<file path="config.mk">
export PLATFORM = sky130hd
export DESIGN_NAME = pump_scheduler
export DESIGN_NICKNAME = d
export VERILOG_FILES = /design/src/rtl/pump_scheduler.sv
export SDC_FILE = /design/constraint.sdc
export NUM_CORES = 1
export LEC_CHECK = 0
export CORE_MARGIN = 1
export CORE_UTILIZATION = 45
export CTS_CLUSTER_DIAMETER = 40
export DETAILED_ROUTE_END_ITERATION = 10
export PLACE_DENSITY = 0.78
export REMOVE_ABC_BUFFERS = 1
export SLEW_MARGIN = 20
export SYNTH_ARGS = -nofsm -noshare
export SYNTH_HDL_FRONTEND = slang
export SYNTH_SLANG_ARGS = --single-unit
</file>
<file path="constraint.sdc">
create_clock -name clk_fg -period 2.2 [get_ports clk_fg]
set_input_delay 0.22 -clock clk_fg [delete_from_list [all_inputs] [get_ports clk_fg]]
set_output_delay 0.22 -clock clk_fg [all_outputs]
set_load 0.005 [all_outputs]
</file>
<file path="src/rtl/pump_scheduler.sv">
// Round-robin pump/valve sequencer: VALVE -> SERVE -> DRAIN per line; `FILL_PRIORITY_EN gives line 0 strict priority.
// Latency: all outputs registered; a grant shows one clk_fg edge after the request is sampled.
// Backpressure: none; lockout_i forces DRAIN on the next edge, waiting requests are held off until IDLE.
module pump_scheduler #(
    parameter int N_REQ        = 4,
    parameter int SPINUP_TICKS = 3,
    parameter int MIN_ON_TICKS = 8,
    parameter int MAX_ON_TICKS = 32,
    parameter int DEAD_TICKS   = 2
) (
    input  logic                     clk_fg,
    input  logic                     init_pulse,
    input  logic                     tick_i,
    input  logic [N_REQ-1:0]         req_i,
    input  logic                     lockout_i,
    output logic [N_REQ-1:0]         grant_o,
    output logic                     pump_on_o,
    output logic [$clog2(N_REQ)-1:0] active_id_o,
    output logic                     busy_o,
    output logic                     serve_done_o
);
    localparam int ID_W  = $clog2(N_REQ);
    localparam int LIM_A = (MAX_ON_TICKS > SPINUP_TICKS) ? MAX_ON_TICKS : SPINUP_TICKS;
    localparam int LIM   = (LIM_A > DEAD_TICKS) ? LIM_A : DEAD_TICKS;
    localparam int CNT_W = $clog2(LIM + 1);

    typedef enum logic [1:0] {IDLE, VALVE, SERVE, DRAIN} state_t;

    state_t             state_q, state_d;
    logic [ID_W-1:0]    active_q, active_d;
    logic [ID_W-1:0]    last_q, last_d;
    logic [CNT_W-1:0]   cnt_q, cnt_d;
    logic [N_REQ-1:0]   grant_q, grant_d;
    logic               pump_q, pump_d;
    logic               busy_q, busy_d;
    logic               done_q, done_d;

    logic [ID_W-1:0]    pick;
    logic               pick_vld;
    logic [N_REQ-1:0]   act_mask;
    logic               req_act;
    logic               others_pending;
    int                 rr_idx;

    // First requester strictly after the last-served line, wrapping around.
    always_comb begin
        pick     = '0;
        pick_vld = 1'b0;
        rr_idx   = 0;
        for (int i = 1; i <= N_REQ; i++) begin
            rr_idx = int'(last_q) + i;
            if (rr_idx >= N_REQ) rr_idx = rr_idx - N_REQ;
            if (!pick_vld && req_i[ID_W'(rr_idx)]) begin
                pick     = ID_W'(rr_idx);
                pick_vld = 1'b1;
            end
        end
`ifdef FILL_PRIORITY_EN
        if (req_i[0]) begin
            pick     = '0;
            pick_vld = 1'b1;
        end
`endif
    end

    always_comb begin
        act_mask = '0;
        for (int i = 0; i < N_REQ; i++) act_mask[i] = (active_q == ID_W'(i));
        req_act        = |(req_i & act_mask);
        others_pending = |(req_i & ~act_mask);
    end

    always_comb begin
        state_d  = state_q;
        active_d = active_q;
        last_d   = last_q;
        cnt_d    = cnt_q;
        done_d   = 1'b0;
        case (state_q)
            IDLE: begin
                cnt_d = '0;
                if (!lockout_i && pick_vld) begin
                    state_d  = VALVE;
                    active_d = pick;
                end
            end
            VALVE: begin
                if (lockout_i || !req_act) begin
                    state_d = DRAIN;
                    cnt_d   = '0;
                end else if (cnt_q == CNT_W'(SPINUP_TICKS)) begin
                    state_d = SERVE;
                    cnt_d   = '0;
                end else if (tick_i) begin
                    cnt_d = cnt_q + CNT_W'(1);
                end
            end
            SERVE: begin
                // Lockout outranks a simultaneous MAX_ON cut, so no done pulse then.
                if (lockout_i) begin
                    state_d = DRAIN;
                    cnt_d   = '0;
                end else if ((!req_act && cnt_q >= CNT_W'(MIN_ON_TICKS)) ||
                             (cnt_q == CNT_W'(MAX_ON_TICKS) && others_pending)) begin
                    state_d = DRAIN;
                    cnt_d   = '0;
                    done_d  = 1'b1;
                end else if (tick_i && cnt_q != CNT_W'(MAX_ON_TICKS)) begin
                    cnt_d = cnt_q + CNT_W'(1);
                end
            end
            DRAIN: begin
                if (cnt_q == CNT_W'(DEAD_TICKS)) begin
                    state_d = IDLE;
                    cnt_d   = '0;
`ifdef FILL_PRIORITY_EN
                    if (active_q != '0) last_d = active_q;
`else
                    last_d = active_q;
`endif
                end else if (tick_i) begin
                    cnt_d = cnt_q + CNT_W'(1);
                end
            end
            default: state_d = IDLE;
        endcase

        grant_d = '0;
        for (int i = 0; i < N_REQ; i++) grant_d[i] = (state_d != IDLE) && (active_d == ID_W'(i));
        pump_d = (state_d == SERVE);
        busy_d = (state_d != IDLE);
    end

    always_ff @(posedge clk_fg) begin
        if (init_pulse) begin
            state_q  <= IDLE;
            active_q <= '0;
            last_q   <= ID_W'(N_REQ - 1);
            cnt_q    <= '0;
            grant_q  <= '0;
            pump_q   <= 1'b0;
            busy_q   <= 1'b0;
            done_q   <= 1'b0;
        end else begin
            state_q  <= state_d;
            active_q <= active_d;
            last_q   <= last_d;
            cnt_q    <= cnt_d;
            grant_q  <= grant_d;
            pump_q   <= pump_d;
            busy_q   <= busy_d;
            done_q   <= done_d;
        end
    end

    assign grant_o      = grant_q;
    assign pump_on_o    = pump_q;
    assign active_id_o  = active_q;
    assign busy_o       = busy_q;
    assign serve_done_o = done_q;
endmodule
</file>
==> flow_summary.json <==
{
  "io_buffers": 16,
  "synth.area.top_cells": "dfxtp_1, mux2i_1, nor2_1",
  "h-tree-depth": 1,
  "cp.required_ns": 2.40,
  "hold_path.class": "register to register",
  "cp_max_fo": 6,
  "cts_hold_buf": 0,
  "die_h_um": 55.59,
  "drive_above_1_share": 0.1602,
  "clock_path_buffers": 2,
  "yosysTopAreaCell": "dfxtp_1",
  "postSynthCellCount": 154,
  "clkTransAtPathRegs_ns": 0.12,
  "ctsResizeCount": 0,
  "final_cell_area_mm2": 0.001570,
  "crit_arrival_ns": 2.22,
  "synth-edff-count": 0,
  "antenna_found_initial": 0,
  "synth_area_mm2": 0.001292,
  "final-setup-viol-count": 0,
  "placed_cell_area_mm2": 0.001543,
  "crit_path_start_kind": "register",
  "min_period_over_period": 0.9174,
  "finalHoldViolations": 0,
  "crit_path_end_kind": "register",
  "grt_pass1_wl_mm": 5.485,
  "diodes": 0,
  "ys_warn_count": 0,
  "die_w_um": 55.59,
  "fillCellCount": 263,
  "fmax_ghz": 0.4955,
  "hold_slack_ns": 0.5626,
  "routed_wl_mm": 3.274,
  "async_flop_share": 0,
  "worst_slew_pin_slew_ns": 0.4855,
  "vias": 1291,
  "core-area_mm2": 0.002734,
  "cts_tree": "built",
  "start_util": 0.4728,
  "clock_latency_ns": 0.31,
  "cts_made_buffers": 3,
  "row_count": 19,
  "grtUsageTotal": 0.2219,
  "r2r_slack_ns": 0.18,
  "seq_area_frac_synth": 0.2943,
  "grt_pass1_vias": 1298,
  "fin_nets": 193,
  "grt_max_degree": 12,
  "antenna_left": 0,
  "fin_ws_ns": 0.1817,
  "place_hpwl_mm": 2.611,
  "drtIter0Drc": 36,
  "crit_type": "register to register",
  "grt_overflow": 0,
  "cap_violations": 0,
  "synth_top_area_share": 0.2943,
  "status": "complete, no violations",
  "synth_area_per_cell_um2": 8.393,
  "slew_viol_final": 0,
  "p_total_mw": 0.7404,
  "die_area_mm2": 0.003090,
  "leakagePower_nw": 0.5493,
  "ys_ff_latch": 19,
  "clkSinkCount": 19,
  "synthFlopType": "dfxtp_1",
  "cts_setup_buffers": 0,
  "clock-root-buffer": "clkbuf_4",
  "gp_congestion": 0.8906,
  "vias_per_cell": 6.090,
  "rsz0062_at_grt": "no",
  "slew_headroom": 0.6680,
  "areaGrowthSynthToFinish_pct": 21.49,
  "place_ws_ns": 0.01552,
  "synth_cell_types": 52,
  "power_density_mw_per_mm2": 471.5,
  "dr.pass1.iters": 4,
  "fin_tns_setup_ns": 0,
  "ios": 17,
  "remaining_drc_errors": 0,
  "max-vdd-ir-drop_mv": 0.5450,
  "wire_per_inst_um": 15.44,
  "period_needed_ns": 2.018,
  "fin_skew_ns": 0.01366
}
-- final timing paths --
check            startpoint         to  cells after the start
max          active_id_o[0]   cnt_q[2]                      5
min reg2reg       last_q[0]  last_q[0]                      2
min               last_q[0]  last_q[0]                      2
max reg2reg  active_id_o[0]   cnt_q[2]                      5
-- layout by cell type, fill, tap and decap left out, types with 2 or more instances in the layout --
cell type,instances
nand3_1,6
nand2_1,11
nor3_1,3
nor2_1,20
buf_4,13
o21a_1,2
nand4_1,2
inv_1,9
a2111oi_0,2
and3_1,2
clkdlybuf4s50_1,16
and2_1,2
nand2b_1,4
nor3b_1,2
ha_1,3
clkbuf_4,3
mux2i_1,8
o21ai_0,10
dfxtp_1,19
a21oi_1,5
a211oi_1,4
a31oi_1,4
-- cell usage after synthesis, types with 2 or more instances --
cell and instances:
a21oi_1 5, o21a_1 2, nand3_1 6, a31oi_1 4
and3_1 2, nand2_1 11, buf_6 3, dfxtp_1 19
inv_1 9, nor3_1 3, nor3b_1 2, a2111oi_0 2
nand4_1 2, and2_1 2, mux2i_1 8, a211oi_1 4
clkbuf_1 2, o21ai_0 10, nand2b_1 4, nor2_1 20
ha_1 3
-- cell families after synthesis --
logic type | Yosys count | synth area share
muxes | 10 | 0.08809
xor gates and xnor gates | 1 | 0.006778
and+or+nand+nor | 59 | 0.2391
buffers and inverters | 15 | 0.06195
DFF | 19 | 0.2943
adders and majority gates | 3 | 0.02904
AOI/OAI and AO/OA | 47 | 0.2807
-- sequential cells by signal, indices dropped and copies added, names as in the netlist --
name          flops
active_id_o       2
serve_done_o      1
state_q           2
grant_o           4
cnt_q             6
last_q            2
pump_on_o         1
busy_o            1
-- report_power, final --
part | switching (mW) | internal (mW) | total, mW
sequential | 0.0167 | 0.359 | 0.376
clock | 0.114 | 0.0678 | 0.182
combinational | 0.0916 | 0.0914 | 0.183
total | 0.222 | 0.518 | 0.740
-- stage by stage --
step	util	cells
after floorplan	-	148
after global placement	0.5643	208
after detailed placement	0.5643	208
after CTS	0.5744	212
after global routing	0.5744	212
final	0.5744	212
-- per-layer routing --
metal,share of wire,track usage
met5,0,0
met4,0.0086,0.06071
met3,0.042,0.05349
met2,0.54,0.4320
met1,0.41,0.2335
-- worst max-delay path, stage by stage, from the launching register on --
cell,delay (ns)
dfxtp_1,0.47
mux4_2,0.60
o21ai_0,0.35
nor2_1,0.15
o2111ai_1,0.24
a31oi_1,0.12
-- cell type report --
| type | count | area (um^2) | area share |
|---|---|---|---|
| flip-flops and latches | 19 | 380.4 | 0.2422 |
| clock buffers | 3 | 22.52 | 0.01434 |
| well taps | 31 | 38.79 | 0.02470 |
| inverters | 9 | 33.78 | 0.02151 |
| multi-input cells | 120 | 832.0 | 0.5299 |
| repair buffers | 29 | 257.7 | 0.1641 |
| clock inverters | 1 | 5.005 | 0.003187 |
(Power assumes the default switching activity.)
